File: src/rtl/vga_rx_timing.sv
// VGA receive timing recovery: rebuilds h/v counters from sync edges,
// checks line/frame periods, locks, then emits coordinates and colour.
module vga_rx_timing #(
  parameter int PIXEL_BITS     = 4,
  parameter int H_COUNT_MAX    = 800,
  parameter int V_COUNT_MAX    = 525,
  parameter int H_BITS         = $clog2(H_COUNT_MAX),
  parameter int V_BITS         = $clog2(V_COUNT_MAX),
  parameter int H_ACTIVE_START = 144,
  parameter int H_ACTIVE       = 640,
  parameter int V_ACTIVE_START = 35,
  parameter int V_ACTIVE       = 480,
  parameter int LOCK_FRAMES    = 2
) (
  input  logic                  clk,
  input  logic                  rst,
  input  logic                  pix_en,
  input  logic                  h_sync,
  input  logic                  v_sync,
  input  logic [PIXEL_BITS-1:0] vga_r_in,
  input  logic [PIXEL_BITS-1:0] vga_g_in,
  input  logic [PIXEL_BITS-1:0] vga_b_in,
  output logic [PIXEL_BITS-1:0] rx_r,
  output logic [PIXEL_BITS-1:0] rx_g,
  output logic [PIXEL_BITS-1:0] rx_b,
  output logic [H_BITS-1:0]     rx_x,
  output logic [V_BITS-1:0]     rx_y,
  output logic                  rx_active,
  output logic                  pix_valid,
  output logic                  line_start,
  output logic                  frame_start,
  output logic                  locked,
  output logic                  sync_err,
  output logic [H_BITS:0]       h_total,
  output logic [V_BITS:0]       v_total
);

  localparam logic [1:0] S_SEARCH = 2'd0;
  localparam logic [1:0] S_TRACK  = 2'd1;
  localparam logic [1:0] S_LOCKED = 2'd2;

  localparam int G_BITS = $clog2(LOCK_FRAMES + 1);
  localparam int H_END  = H_ACTIVE_START + H_ACTIVE;
  localparam int V_END  = V_ACTIVE_START + V_ACTIVE;

  localparam logic [H_BITS-1:0] H_SAT  = '1;
  localparam logic [V_BITS-1:0] V_SAT  = '1;
  localparam logic [H_BITS:0]   H_NOM  = (H_BITS+1)'(H_COUNT_MAX);
  localparam logic [V_BITS:0]   V_NOM  = (V_BITS+1)'(V_COUNT_MAX);
  localparam logic [H_BITS:0]   H_A0   = (H_BITS+1)'(H_ACTIVE_START);
  localparam logic [H_BITS:0]   H_A1   = (H_BITS+1)'(H_END);
  localparam logic [V_BITS:0]   V_A0   = (V_BITS+1)'(V_ACTIVE_START);
  localparam logic [V_BITS:0]   V_A1   = (V_BITS+1)'(V_END);
  localparam logic [H_BITS-1:0] H_X0   = H_BITS'(H_ACTIVE_START);
  localparam logic [V_BITS-1:0] V_Y0   = V_BITS'(V_ACTIVE_START);
  localparam logic [G_BITS-1:0] G_LOCK = G_BITS'(LOCK_FRAMES);

  logic              prev_h, prev_v;
  logic [H_BITS-1:0] h_cnt, h_nx;
  logic [V_BITS-1:0] v_cnt, v_nx;
  logic [H_BITS:0]   h_inc;
  logic [V_BITS:0]   v_inc;
  logic              h_seen, h_seen_nx;
  logic              line_bad, line_bad_nx;
  logic [1:0]        state, st_nx;
  logic [G_BITS-1:0] good_cnt, good_nx, good_inc;
  logic              h_fall, v_fall, h_sat, h_err, v_ok;
  logic              err, in_act, act;

  // Edge detect, counter next-state and period checks
  always_comb begin
    h_fall   = prev_h & ~h_sync;
    v_fall   = prev_v & ~v_sync;
    h_inc    = {1'b0, h_cnt} + (H_BITS+1)'(1);
    v_inc    = {1'b0, v_cnt} + (V_BITS+1)'(1);
    good_inc = good_cnt + G_BITS'(1);
    if (h_fall)              h_nx = '0;
    else if (h_cnt == H_SAT) h_nx = h_cnt;
    else                     h_nx = h_inc[H_BITS-1:0];
    if (v_fall)                       v_nx = '0;
    else if (h_fall && v_cnt != V_SAT) v_nx = v_inc[V_BITS-1:0];
    else                              v_nx = v_cnt;
    h_sat = ~h_fall & (h_nx == H_SAT);
    h_err = h_fall & h_seen & (h_inc != H_NOM);
    v_ok  = (v_inc == V_NOM);
  end

  // Lock FSM: SEARCH -> TRACK on frame edge, LOCKED after good frames
  always_comb begin
    st_nx       = state;
    good_nx     = good_cnt;
    err         = 1'b0;
    h_seen_nx   = h_seen | h_fall;
    line_bad_nx = line_bad;
    if (state != S_SEARCH && h_err) line_bad_nx = 1'b1;
    if (v_fall) line_bad_nx = 1'b0;
    case (state)
      S_SEARCH: begin
        if (v_fall) begin
          st_nx   = S_TRACK;
          good_nx = '0;
        end
      end
      S_TRACK: begin
        if (h_err) err = 1'b1;
        if (v_fall) begin
          if (line_bad | h_err | ~v_ok) begin
            good_nx = '0;
            err     = 1'b1;
          end else begin
            good_nx = good_inc;
            if (good_inc == G_LOCK) st_nx = S_LOCKED;
          end
        end
      end
      S_LOCKED: begin
        if (h_err | (v_fall & ~v_ok)) begin
          err     = 1'b1;
          st_nx   = S_TRACK;
          good_nx = '0;
        end
      end
      default: st_nx = S_SEARCH;
    endcase
    if (h_sat) begin
      st_nx     = S_SEARCH;
      good_nx   = '0;
      h_seen_nx = 1'b0;
    end
    in_act = ({1'b0, h_nx} >= H_A0) && ({1'b0, h_nx} < H_A1) &&
             ({1'b0, v_nx} >= V_A0) && ({1'b0, v_nx} < V_A1);
    act    = (st_nx == S_LOCKED) & in_act;
  end

  // Counter and FSM state, advanced only on pixel strobes
  always_ff @(posedge clk or posedge rst) begin
    if (rst) begin
      prev_h   <= 1'b1;
      prev_v   <= 1'b1;
      h_cnt    <= '0;
      v_cnt    <= '0;
      h_seen   <= 1'b0;
      line_bad <= 1'b0;
      state    <= S_SEARCH;
      good_cnt <= '0;
    end else if (pix_en) begin
      prev_h   <= h_sync;
      prev_v   <= v_sync;
      h_cnt    <= h_nx;
      v_cnt    <= v_nx;
      h_seen   <= h_seen_nx;
      line_bad <= line_bad_nx;
      state    <= st_nx;
      good_cnt <= good_nx;
    end
  end

  // Registered outputs; pulses only on strobe cycles
  always_ff @(posedge clk or posedge rst) begin
    if (rst) begin
      rx_r        <= '0;
      rx_g        <= '0;
      rx_b        <= '0;
      rx_x        <= '0;
      rx_y        <= '0;
      rx_active   <= 1'b0;
      pix_valid   <= 1'b0;
      line_start  <= 1'b0;
      frame_start <= 1'b0;
      locked      <= 1'b0;
      sync_err    <= 1'b0;
      h_total     <= '0;
      v_total     <= '0;
    end else if (pix_en) begin
      rx_r        <= act ? vga_r_in : '0;
      rx_g        <= act ? vga_g_in : '0;
      rx_b        <= act ? vga_b_in : '0;
      rx_x        <= act ? h_nx - H_X0 : '0;
      rx_y        <= act ? v_nx - V_Y0 : '0;
      rx_active   <= act;
      pix_valid   <= act;
      line_start  <= h_fall;
      frame_start <= v_fall;
      locked      <= (st_nx == S_LOCKED);
      sync_err    <= err;
      if (h_fall) h_total <= h_inc;
      if (v_fall) v_total <= v_inc;
    end else begin
      pix_valid   <= 1'b0;
      line_start  <= 1'b0;
      frame_start <= 1'b0;
      sync_err    <= 1'b0;
    end
  end

endmodule

File: config.mk
export PLATFORM = sky130hd
export DESIGN_NAME = vga_rx_timing
export DESIGN_NICKNAME = d
export VERILOG_FILES = /design/src/rtl/vga_rx_timing.sv
export SDC_FILE = /design/constraint.sdc
export NUM_CORES = 1
export LEC_CHECK = 0
export CAP_MARGIN = 20
export CELL_PAD_IN_SITES_DETAIL_PLACEMENT = 1
export CELL_PAD_IN_SITES_GLOBAL_PLACEMENT = 1
export CORE_MARGIN = 2
export CORE_UTILIZATION = 35
export DETAILED_ROUTE_END_ITERATION = 12
export PLACE_DENSITY_LB_ADDON = 0.2
export SLEW_MARGIN = 5
export SYNTH_ARGS = -nofsm -noshare
export SYNTH_HDL_FRONTEND = slang
export SYNTH_SLANG_ARGS = --single-unit
File: constraint.sdc
create_clock -name clk -period 6.9 [get_ports clk]
set_input_delay 1.38 -clock clk [delete_from_list [all_inputs] [get_ports clk]]
set_output_delay 1.38 -clock clk [all_outputs]
set_load 0.01 [all_outputs]
# After elaboration in Yosys (flattened, before gate mapping)
# Index checks and enable logic that the tools add are counted.
# Widths: inputs -> output; s select.
# op_classes
addsub,5
order_cmp,4
n_eq_ne,12
mux,34
n_bitwise,15
n_reduce_logical,13
# ops
op,n
$mux 10,6
$add 10x1->11 const B,2
$mux 2,11
$eq 10x10->1 const B,2
$lt 10x10->1 const B,2
$mux 4,3
$pmux 2 s3,2
$eq 11x10->1 const B,1
$mux 1,11
$ne 11x10->1 const B,1
$ge 10x6->1 const B,1
$ge 10x8->1 const B,1
$ne 10x10->1 const B,1
$sub 10x6->10 const B,1
$sub 10x8->10 const B,1
$ne 3x3->1 const B,3
$and 1x1->1,7
$eq 2x2->1 const B,3
$reduce_and 2->1,3
$logic_and 1x1->1,5
$reduce_and 5->1,1
$not 1->1,4
$or 1x1->1,4
$reduce_bool 2->1,2
5 further kinds,5
# word_totals
reg_bits,88
inputBits,17
wordCells,104

# Longest topological paths before layout
# Gate-level depths: netlist of the first run.
# depth
word_depth,13
ltp_mapped,14
mapped_depth_nobuf,12

# Worst setup path before layout of the first run
# OpenSTA, ideal clock, no wires.
# synth_path
path_type,in2reg
start,input port h_sync
end,register rx_active
t_arrival_ns,3.457
required_time_ns,6.763
setup_slack_ns,3.306
path_stages,12
n_path_buf,2
cell_sequence,nand2b_1 buf_2 a31oi_2 xnor2_1 nor2_1 ha_1 o31ai_1 a21o_1 a22oi_1 nand4_4 buf_6 o21ai_0
# synth_via
word_cells_on_any_way,28
classes_between,order compare (4); eq/ne (2); mux (8); bitwise (10); reduce/logical (4)
# synth_lines
element,line_no,text
start: declaration,18,"input logic h_sync,"
$not 1->1 (*),72,h_fall = prev_h & ~h_sync;
$and 1x1->1 (*),72,
$logic_and 1x1->1 (*),81,else if (h_fall && v_cnt != V_SAT) v_nx = v_inc[V_BITS-1:0];
$mux 10 (*),81,
$mux 10 (*),80,if (v_fall) v_nx = '0;
via v_nx[0],60,"logic [V_BITS-1:0] v_cnt, v_nx;"
$ge 10x6->1,131,"({1'b0, v_nx} >= V_A0) && ({1'b0, v_nx} < V_A1);"
$logic_and 1x1->1,130,"in_act = ({1'b0, h_nx} >= H_A0) && ({1'b0, h_nx} < H_A1) &&"
$logic_and 1x1->1 (*),131,
$and 1x1->1 (*),132,act = (st_nx == S_LOCKED) & in_act;
end signal: assignment,180,rx_active <= act;
end: declaration,28,"output logic rx_active,"
# Mark *: on every way through the listed nets, which the timed path passes. The rest lies on a longest branch.
# A chain may end at the register's enable or synchronous reset.

# Worst setup path after layout of the first run
# layout_path
start,input port h_sync
end,register rx_x[1]
# layout_via
word_cells_on_any_way,30
classes_between,add/sub (1); order compare (4); eq/ne (2); mux (9); bitwise (10); reduce/logical (4)
# layout_lines
element,line_no,text
$not 1->1 (*),72,
$and 1x1->1 (*),72,
$logic_and 1x1->1 (*),81,
$mux 10 (*),81,
$mux 10 (*),80,
via v_nx[0],60,
$ge 10x6->1,131,
$logic_and 1x1->1,130,
$logic_and 1x1->1 (*),131,
$and 1x1->1 (*),132,
$mux 10 (*),178,rx_x <= act ? h_nx - H_X0 : '0;
end signal: assignment,178,
end: declaration,26,"output logic [H_BITS-1:0] rx_x,"
# Marked as above.

==> flow_metrics.env, run 1 <==
export IMPL_outcome="complete, no violations"
export IMPL_clk_latency_ns=0.35
export IMPL_ys_seq_area_share_pct=42.72
export IMPL_postCtsSetupBuffers=0
export IMPL_syn_inst=532
export IMPL_dieArea_um2=15730
export IMPL_die_height_um=125.4
export IMPL_cts_resized=0
export IMPL_grtUsageTotal_pct=18.44
export IMPL_fin_area_um2=6290
export IMPL_synth_area_leaders="dfrtp_1 42%, nand2_1 3.9%, o2bb2ai_2 3.8%, o21ai_0 3.7%, mux2_2 3.1%"
export IMPL_drv_cap=0
export IMPL_dr_first_iter_drc_count=215
export IMPL_path_clk_slew_ns=0.06
export IMPL_nFillCells=1638
export IMPL_final_setup_tns_ns=0
export IMPL_multi_input_area_um2=2636
export IMPL_min_path_type="reg2reg"
export IMPL_numCtsBuffers=9
export IMPL_synth_cell_type_count=71
export IMPL_cp_end_kind="flop"
export IMPL_worstPathMaxFanout=34
export IMPL_p_leak_nw=2.659
export IMPL_core_area_um2=14480
export IMPL_cellPowerDensity_nw_per_um2=222.8
export IMPL_grt_max_degree=69
export IMPL_grt_pass1_vias=4412
export IMPL_ys_warn_count=0
export IMPL_cts_root_buffer="clkbuf_16"
export IMPL_min_period_over_period_pct=70.32
export IMPL_drive_above_1_share_pct=10.87
export IMPL_slew_violations=0
export IMPL_start_kind="input pin"
export IMPL_grt_overflow=0
export IMPL_portBuffers=76
export IMPL_synth_top_area_share_pct=41.70
export IMPL_grt_setup_unrepaired="no"
export IMPL_grt_first_pass_wirelength_um=23360
export IMPL_routedWlPerCell_um=18.18
export IMPL_yosys_area_top_type="dfrtp_1"
export IMPL_register_area_um2=2205
export IMPL_syn2layout_area_growth_pct=21.87
export IMPL_ys_ff_latch=88
export IMPL_start_util_pct=35.65
export IMPL_routabilityCongestion=0.8487
export IMPL_placementRows=44
export IMPL_synth_common_cells="86 x dfrtp_1, 54 x nand2_1, 38 x o21ai_0"
export IMPL_via_per_inst=5.550
export IMPL_yosysMostFrequentCell="dfrtp_1"
export IMPL_cts_tree="built"
export IMPL_period_needed_ns=4.852
export IMPL_syn_num_nets=561
export IMPL_worst_pin_slew_ns=0.8819
export IMPL_synth_edf_count=0
export IMPL_drt_wl_total_um=14060
export IMPL_dr_pass1_iters=5
export IMPL_drcViolationCount=0
export IMPL_slew_headroom_pct=41.21
export IMPL_dr_total_vias=4290
export IMPL_antenna_found_initial=0
export IMPL_h_tree_depth=3
export IMPL_synthArstFlopShare_pct=100.0
export IMPL_antenna_left=0
export IMPL_dpl_hpwl_um=10080
export IMPL_finClkSkew_ns=0.007589
export IMPL_ys_flop_type="dfrtp_1"
export IMPL_diodes=0
export IMPL_cts_hold_buffers=0
export IMPL_die_w_um=125.4
export IMPL_critPathKind="in2reg"
export IMPL_nets=613
export IMPL_synth_cell_area_um2=5161
export IMPL_final_setup_viol_count=0
export IMPL_timing_fmax_mhz=206.1
export IMPL_dpl_cell_area_um2=5991
export IMPL_hold_viol=0
export IMPL_ir_worst_vdd_mv=0.1085
export IMPL_clk_path_buf_depth=2
export IMPL_total_power_mw=1.401
export IMPL_cts_sinks=88
export IMPL_synth_avg_cell_area_um2=9.702
export IMPL_cp_arrival_ns=5.10
export IMPL_cp_required_ns=7.15
export IMPL_io_pins=77
[metrics by stage]
step                      hold WS, ns  setup WS [ns]  cells  utilization [%]
after detailed placement       0.4730          1.635    757            41.38
after floorplan                0.4582          3.245    532                -
after global placement         0.4638          1.737    757            41.38
after CTS                      0.4905          2.014    773            43.44
final                          0.4780          2.048    773            43.44
after global routing           0.5073          1.728    773            43.44
[worst paths after layout]
kind,cells after the start,slack (ns),startpoint,to
min reg2reg,2,0.48,v_total[10],v_total[10]
max in group asynchronous,3,4.35,rst,v_cnt[0]
max reg2reg,11,2.29,h_cnt[0],rx_x[1]
max,11,2.05,h_sync,rx_x[1]
min,2,0.48,v_total[10],v_total[10]
min in group asynchronous,2,1.34,rst,state[1]
[cell families (layout without fill, tap and decap cells)]
kind of cell	Yosys count	in the layout	synth area share, %
simple gates	162	162	16.56
flops	88	88	42.72
fa+ha+maj	12	12	2.909
compound gates	150	150	22.59
buf+inv	72	129	6.206
xor+xnor	32	32	5.576
mux	16	16	3.442
[critical path: stages]
cell,delay [ns]
clkdlybuf4s50_1,0.47
nand2b_1,0.43
a31oi_2,0.50
xnor2_1,0.11
nor2_1,0.24
ha_1,0.29
o31ai_1,0.16
a21o_1,0.22
a22oi_1,0.29
nand4_4,0.55
o32ai_2,0.44
[cells in the final DEF (no fill, tap or decap), drive strengths merged, types with 16 or more instances in the layout]
master and instances:
nand2 54, clkdlybuf4s50 76, inv 31, o21ai 41, nand3 16, nor2 26, xnor2 17, o2bb2ai 31
a21oi 20, dfrtp 86
[registers in the layout (all words and copies together), names as in the netlist, 2 cells and up]
signal    flops
state         2
h_total      11
v_total      11
rx_b          4
h_cnt        10
v_cnt        10
rx_r          4
rx_y         10
rx_x         10
good_cnt      2
rx_g          4
[routing by layer]
metal | global-route usage (%) | vias to the layer above | routed length, um
li1 | - | 2018 | -
met5 | 0 | - | 0
met2 | 27.89 | 104 | 6259
met4 | 6.993 | 0 | 280
met3 | 3.894 | 22 | 806
met1 | 25.98 | 2146 | 6709
[power breakdown]
part / internal, mW / switching (mW) / total (mW) / leakage (nW)
sequential: 0.557 / 0.0461 / 0.603 / 1.20
combinational: 0.134 / 0.169 / 0.302 / 1.32
clock: 0.290 / 0.206 / 0.496 / 0.145
total: 0.981 / 0.421 / 1.40 / 2.66
[area by class of cell]
| type | instances | share of cell area (%) |
|---|---|---|
| Timing Repair Buffer | 81 | 12.69 |
| Tap cell | 184 | 3.660 |
| Multi-Input combinational cell | 372 | 41.91 |
| Clock inverter | 5 | 0.8952 |
| Sequential cell | 88 | 35.05 |
| Clock buffer | 11 | 3.859 |
| Inverter | 32 | 1.930 |
Power figures use the tool's default switching activity.
==> run 2, diff against run 1 <==
==> constraint.sdc (replaced) <==
create_clock -name clk -period 4.28 [get_ports clk]
set_input_delay 0.856 -clock clk [delete_from_list [all_inputs] [get_ports clk]]
set_output_delay 0.856 -clock clk [all_outputs]
set_load 0.01 [all_outputs]
==> run 2 against run 1 <==
  * Sequential cell count unchanged
  * Core utilization grew 0.76 points
  * Critical endpoint is now rx_x[8]
  * Sequential power up 60%
  * Die area did not move
  * Non-clock buffer count up 11
  * Worst setup slack got worse by 1.5 ns
  * Critical path type is now reg2reg
  * Sequential share of layout area decreased by 0.60 points
  * Global-route usage is 0.50 points higher
  * Via count down 0.96%
  * Clock power increased by 68%
  * First-iteration DRC count up 30%
  * Worst hold slack improved by 0.0022 ns
==> flow_metrics.env, run 2 (same netlist as run 1, synthesis figures left out) <==
export IMPL_cts_root_buffer="clkbuf_16"
export IMPL_min_path_type="reg2reg"
export IMPL_multi_input_area_um2=2636
export IMPL_period_needed_ns=3.716
export IMPL_portBuffers=76
export IMPL_critPathKind="reg2reg"
export IMPL_cp_arrival_ns=3.98
export IMPL_antenna_found_initial=0
export IMPL_drcViolationCount=0
export IMPL_critPathMostFrequentCell="ha_1"
export IMPL_grt_max_degree=39
export IMPL_numCtsBuffers=9
export IMPL_outcome="complete, no violations"
export IMPL_drt_wl_total_um=14360
export IMPL_dp_cells=768
export IMPL_antenna_left=0
export IMPL_layout_common_cells="86 x dfrtp_1, 76 x clkdlybuf4s50_1, 54 x nand2_1"
export IMPL_worstPathMaxFanout=33
export IMPL_p_leak_nw=2.729
export IMPL_hold_viol=0
export IMPL_path_cells="ha_1 > and2_1 > nand3_1 > a21oi_1 > inv_1 > ha_1 > a221oi_1 > nand2_1 > a22oi_1 > nand4_4 > buf_12 > o2bb2ai_1"
export IMPL_grt_pass1_vias=4310
export IMPL_dieArea_um2=15730
export IMPL_reg2reg_slack_ns=0.56
export IMPL_final_cells=784
export IMPL_timing_fmax_mhz=269.1
export IMPL_routedWlPerCell_um=18.32
export IMPL_cts_sinks=88
export IMPL_start_kind="flop"
export IMPL_io_pins=77
export IMPL_slew_violations=0
export IMPL_dpl_hpwl_um=10470
export IMPL_grt_first_pass_wirelength_um=23850
export IMPL_cts_tree="built"
export IMPL_grt_overflow=0
export IMPL_cp_end_kind="flop"
export IMPL_placementRows=44
export IMPL_clk_latency_ns=0.35
export IMPL_clk_path_buf_depth=2
export IMPL_total_power_mw=2.306
export IMPL_nFillCells=1608
export IMPL_h_tree_depth=3
export IMPL_cts_resized=0
export IMPL_mostFrequentLayoutCell="dfrtp_1"
export IMPL_worst_pin_slew_ns=0.6929
export IMPL_slew_headroom_pct=52.61
export IMPL_drv_cap=0
export IMPL_final_setup_viol_count=0
export IMPL_grtUsageTotal_pct=18.93
export IMPL_ir_worst_vdd_mv=0.1620
export IMPL_core_area_um2=14480
export IMPL_diodes=0
export IMPL_die_height_um=125.4
export IMPL_via_per_inst=5.420
export IMPL_dr_total_vias=4249
export IMPL_syn2layout_area_growth_pct=24.00
export IMPL_register_area_um2=2205
export IMPL_slowest_stage="dfrtp_1"
export IMPL_die_w_um=125.4
export IMPL_finClkSkew_ns=0.008870
export IMPL_slowest_delay_ns=0.45
export IMPL_start_util_pct=35.65
export IMPL_min_period_over_period_pct=86.81
export IMPL_reg_top3="h_total x11, v_total x11"
export IMPL_cellPowerDensity_nw_per_um2=360.3
export IMPL_cp_required_ns=4.54
export IMPL_cts_hold_buffers=0
export IMPL_routabilityCongestion=0.9088
export IMPL_path_clk_slew_ns=0.07
export IMPL_postCtsSetupBuffers=0
export IMPL_drive_above_1_share_pct=12.67
export IMPL_grt_setup_unrepaired="no"
export IMPL_dr_pass1_iters=4
export IMPL_final_setup_tns_ns=0
export IMPL_nets=624
export IMPL_dr_first_iter_drc_count=279
## run 2: cell types whose count changed in the layout (fill, tap and decap cells not counted), sizes merged
cell	before	now
buf	5	16
clkinv	4	3
clkinvlp	1	0
inv	31	33
## run 2: where the power goes
group / total, mW / leakage [nW] / internal (mW) / switching, mW
combinational: 0.507 / 1.38 / 0.223 / 0.284
clock: 0.833 / 0.157 / 0.489 / 0.345
sequential: 0.966 / 1.20 / 0.898 / 0.0674
total: 2.31 / 2.73 / 1.61 / 0.696
## run 2: area by class of cell
class,instances,share of cell area [%]
clock buffer,11,3.949
sequential,88,34.45
inverter,32,1.896
multi-input combinational,372,41.19
timing repair buffer,92,13.96
tap,184,3.597
clock inverter,5,0.9580
## run 2: path summary, 6_finish.rpt
kind,start,to,cells past startpoint
min in group asynchronous,rst,h_seen,2
hold reg to reg,v_total[10],v_total[10],2
hold / removal,v_total[10],v_total[10],2
setup reg to reg,h_cnt[1],rx_x[8],12
setup / recovery,h_cnt[1],rx_x[8],12
max in group asynchronous,rst,h_cnt[8],3
## run 2: metrics by stage
stage,util [%],hold slack [ns],area [um2],setup WS (ns)
CTS,44.20,0.4855,6400,0.5386
floorplan,-,0.4582,5161,1.104
global route,44.20,0.5074,6400,0.1666
global placement,42.03,0.4658,6086,0.6021
detailed placement,42.03,0.4699,6086,0.4456
finish,44.20,0.4802,6400,0.5644
## run 2: layer usage
layer  GRT usage (%)  up-vias  share of wire [%]
met5               0        -                  0
met4           5.163        0                1.0
met3           4.365        9                5.2
met2           28.97       94                 46
met1           27.00     2107                 48
li1                -     2039                  -
## run 2: critical path, delay by kind of cell (launching register included)
kind / cells / cell delay [ns]
AO/OA/AOI/OAI: 4 / 1.35
adder cells (fa/ha/maj): 2 / 0.56
buffers and inverters: 2 / 0.33
flip-flops: 1 / 0.45
AND/OR/NAND/NOR: 4 / 0.92
==> run 3, diff against run 2 <==
--- a/config.mk
+++ b/config.mk
@@ -5,13 +5,14 @@
 export SDC_FILE = /design/constraint.sdc
 export NUM_CORES = 1
 export LEC_CHECK = 0
+export ABC_AREA = 0
 export CAP_MARGIN = 20
 export CELL_PAD_IN_SITES_DETAIL_PLACEMENT = 1
 export CELL_PAD_IN_SITES_GLOBAL_PLACEMENT = 1
 export CORE_MARGIN = 2
 export CORE_UTILIZATION = 35
 export DETAILED_ROUTE_END_ITERATION = 12
-export PLACE_DENSITY_LB_ADDON = 0.2
+export PLACE_DENSITY_LB_ADDON = 0.1
 export SLEW_MARGIN = 5
 export SYNTH_ARGS = -nofsm -noshare
 export SYNTH_HDL_FRONTEND = slang
==> constraint.sdc (replaced) <==
create_clock -name clk -period 3 [get_ports clk]
set_input_delay 0.6 -clock clk [delete_from_list [all_inputs] [get_ports clk]]
set_output_delay 0.6 -clock clk [all_outputs]
set_load 0.01 [all_outputs]
==> run 3 against run 2 <==
  * Die area did not move
  * Via count increased by 10%
  * Register-to-register slack worse by 0.52 ns
  * Wire length increased by 17%
  * Core utilization rose by 8.4 points
  * Sequential share of layout area shrank 5.4 points
  * Sequential cell count unchanged
  * Critical path depth increased by 3
  * Count of clock-buffer cells in the layout is the same
  * Worst hold slack improved by 0.00097 ns
  * Critical path type unchanged
  * Critical endpoint is now rx_y[3]
==> flow_metrics.env, run 3 (same netlist as run 1, synthesis figures left out) <==
export IMPL_outcome="complete, no violations"
export IMPL_die_height_um=125.4
export IMPL_critPathMostFrequentCell="buf_4"
export IMPL_fin_area_um2=7612
export IMPL_routedWlPerCell_um=19.08
export IMPL_final_setup_viol_count=0
export IMPL_slowest_delay_ns=0.39
export IMPL_io_pins=77
export IMPL_finClkSkew_ns=0.006314
export IMPL_drt_wl_total_um=16790
export IMPL_core_area_um2=14480
export IMPL_register_area_um2=2212
export IMPL_nFillCells=1598
export IMPL_cts_sinks=88
export IMPL_fin_hold_ws_ns=0.4812
export IMPL_drive_above_1_share_pct=33.33
export IMPL_total_power_mw=3.354
export IMPL_path_cells="buf_6 > nand2_1 > buf_4 > nor3_1 > xor2_1 > buf_4 > a31o_2 > a31oi_1 > buf_4 > nor4b_4 > buf_4 > nand4_4 > buf_12 > clkbuf_16 > o2bb2ai_2"
export IMPL_grt_overflow=0
export IMPL_post_route_util_pct=52.58
export IMPL_dp_cells=849
export IMPL_diodes=0
export IMPL_timing_fmax_mhz=338.0
export IMPL_start_kind="flop"
export IMPL_mostFrequentLayoutCell="buf_4"
export IMPL_layout_common_cells="100 x buf_4, 80 x dfrtp_1, 75 x clkdlybuf4s50_1"
export IMPL_critPathKind="reg2reg"
export IMPL_via_per_inst=5.323
export IMPL_portBuffers=76
export IMPL_reg_top3="h_total x11, v_total x11"
export IMPL_final_setup_tns_ns=0
export IMPL_period_needed_ns=2.959
export IMPL_dpl_cell_area_um2=6719
export IMPL_dr_pass1_iters=4
export IMPL_grt_max_degree=43
export IMPL_dr_total_vias=4684
export IMPL_multi_input_area_um2=3068
export IMPL_antenna_found_initial=0
export IMPL_slew_headroom_pct=55.90
export IMPL_drcViolationCount=0
export IMPL_grt_first_pass_wirelength_um=26530
export IMPL_numCtsBuffers=9
export IMPL_path_buf_inv=7
export IMPL_cts_root_buffer="clkbuf_16"
export IMPL_nets=721
export IMPL_clk_path_buf_depth=2
export IMPL_drv_cap=0
export IMPL_slowest_stage="dfrtp_1"
export IMPL_min_path_type="reg2reg"
export IMPL_placementRows=44
export IMPL_dieArea_um2=15730
export IMPL_antenna_left=0
export IMPL_p_leak_nw=3.319
export IMPL_routabilityCongestion=0.9353
export IMPL_cp_required_ns=3.27
export IMPL_syn2layout_area_growth_pct=47.49
export IMPL_clk_latency_ns=0.35
export IMPL_path_clk_slew_ns=0.07
export IMPL_cts_tree="built"
export IMPL_hold_viol=0
export IMPL_h_tree_depth=3
export IMPL_cp_end_kind="flop"
export IMPL_start_util_pct=35.65
export IMPL_final_cells=880
export IMPL_min_period_over_period_pct=98.63
export IMPL_grt_pass1_vias=4863
export IMPL_dpl_hpwl_um=11970
export IMPL_grtUsageTotal_pct=21.04
export IMPL_worst_pin_slew_ns=0.6615
export IMPL_die_w_um=125.4
export IMPL_dr_first_iter_drc_count=164
export IMPL_cp_arrival_ns=3.23
export IMPL_post_place_ws_ns=-0.3233
export IMPL_setup_slack_ns=0.04118
export IMPL_ir_worst_vdd_mv=0.2575
export IMPL_slew_violations=0
export IMPL_worstPathMaxFanout=8
export IMPL_path_delay_family="buffers and inverters"
export IMPL_cellPowerDensity_nw_per_um2=440.6
## run 3: changes by cell type in the layout (fill, tap and decap cells not counted), moves of 4 or more
cell / previous run / this run
dfrtp_2: 0 / 6
buf_4: 15 / 100
dfrtp_1: 86 / 80
nand3_1: 16 / 12
buf_6: 0 / 5
and3_1: 10 / 6
o2bb2ai_1: 18 / 6
o2bb2ai_2: 13 / 19
o2bb2ai_4: 0 / 6
## run 3: where the power goes
part           total (mW)  internal [mW]  switching (mW)  leakage (nW)
logic               0.971          0.455           0.515          2.01
clock network        1.02          0.553           0.470         0.125
registers            1.36           1.28          0.0760          1.19
total                3.35           2.29            1.06          3.32
## run 3: worst register-to-register path: stages, from the launching register on
cell	delay, ns
dfrtp_1	0.39
buf_6	0.16
nand2_1	0.07
buf_4	0.16
nor3_1	0.30
xor2_1	0.20
buf_4	0.15
a31o_2	0.16
a31oi_1	0.07
buf_4	0.16
nor4b_4	0.28
buf_4	0.18
nand4_4	0.11
buf_12	0.18
clkbuf_16	0.17
o2bb2ai_2	0.15
## run 3: per-layer routing
layer | global-route usage (%) | up-vias | part of all wire (%)
li1 | - | 2229 | -
met1 | 29.51 | 2359 | 47
met2 | 33.29 | 81 | 48
met3 | 4.065 | 15 | 3.9
met4 | 5.882 | 0 | 1.4
met5 | 0 | - | 0
## run 3: what timing repair did
item	4_1_cts	5_1_grt
pin swaps	6	27
gates resized for setup	9	81
buffers inserted	2	10
hold buffers	0	0
gates cloned	0	4
setup endpoints to repair	32	37
## run 3: worst paths after layout
path	from	end	slack (ns)	depth (start not counted)
min in group asynchronous	rst	h_total[9]	0.61	2
worst min-delay path	v_total[8]	v_total[8]	0.48	2
worst max-delay path	v_cnt[0]	rx_y[3]	0.04	15
worst max register to register	v_cnt[0]	rx_y[3]	0.04	15
max in group asynchronous	rst	prev_h	1.71	3
worst min register to register	v_total[8]	v_total[8]	0.48	2
## run 3: layout make-up
type / count / share of cell area (%)
Clock inverter: 4 / 0.2959
Multi-Input combinational cell: 372 / 40.30
Clock buffer: 11 / 3.057
Sequential cell: 88 / 29.06
Timing Repair Buffer: 189 / 22.67
Inverter: 32 / 1.594
Tap cell: 184 / 3.024
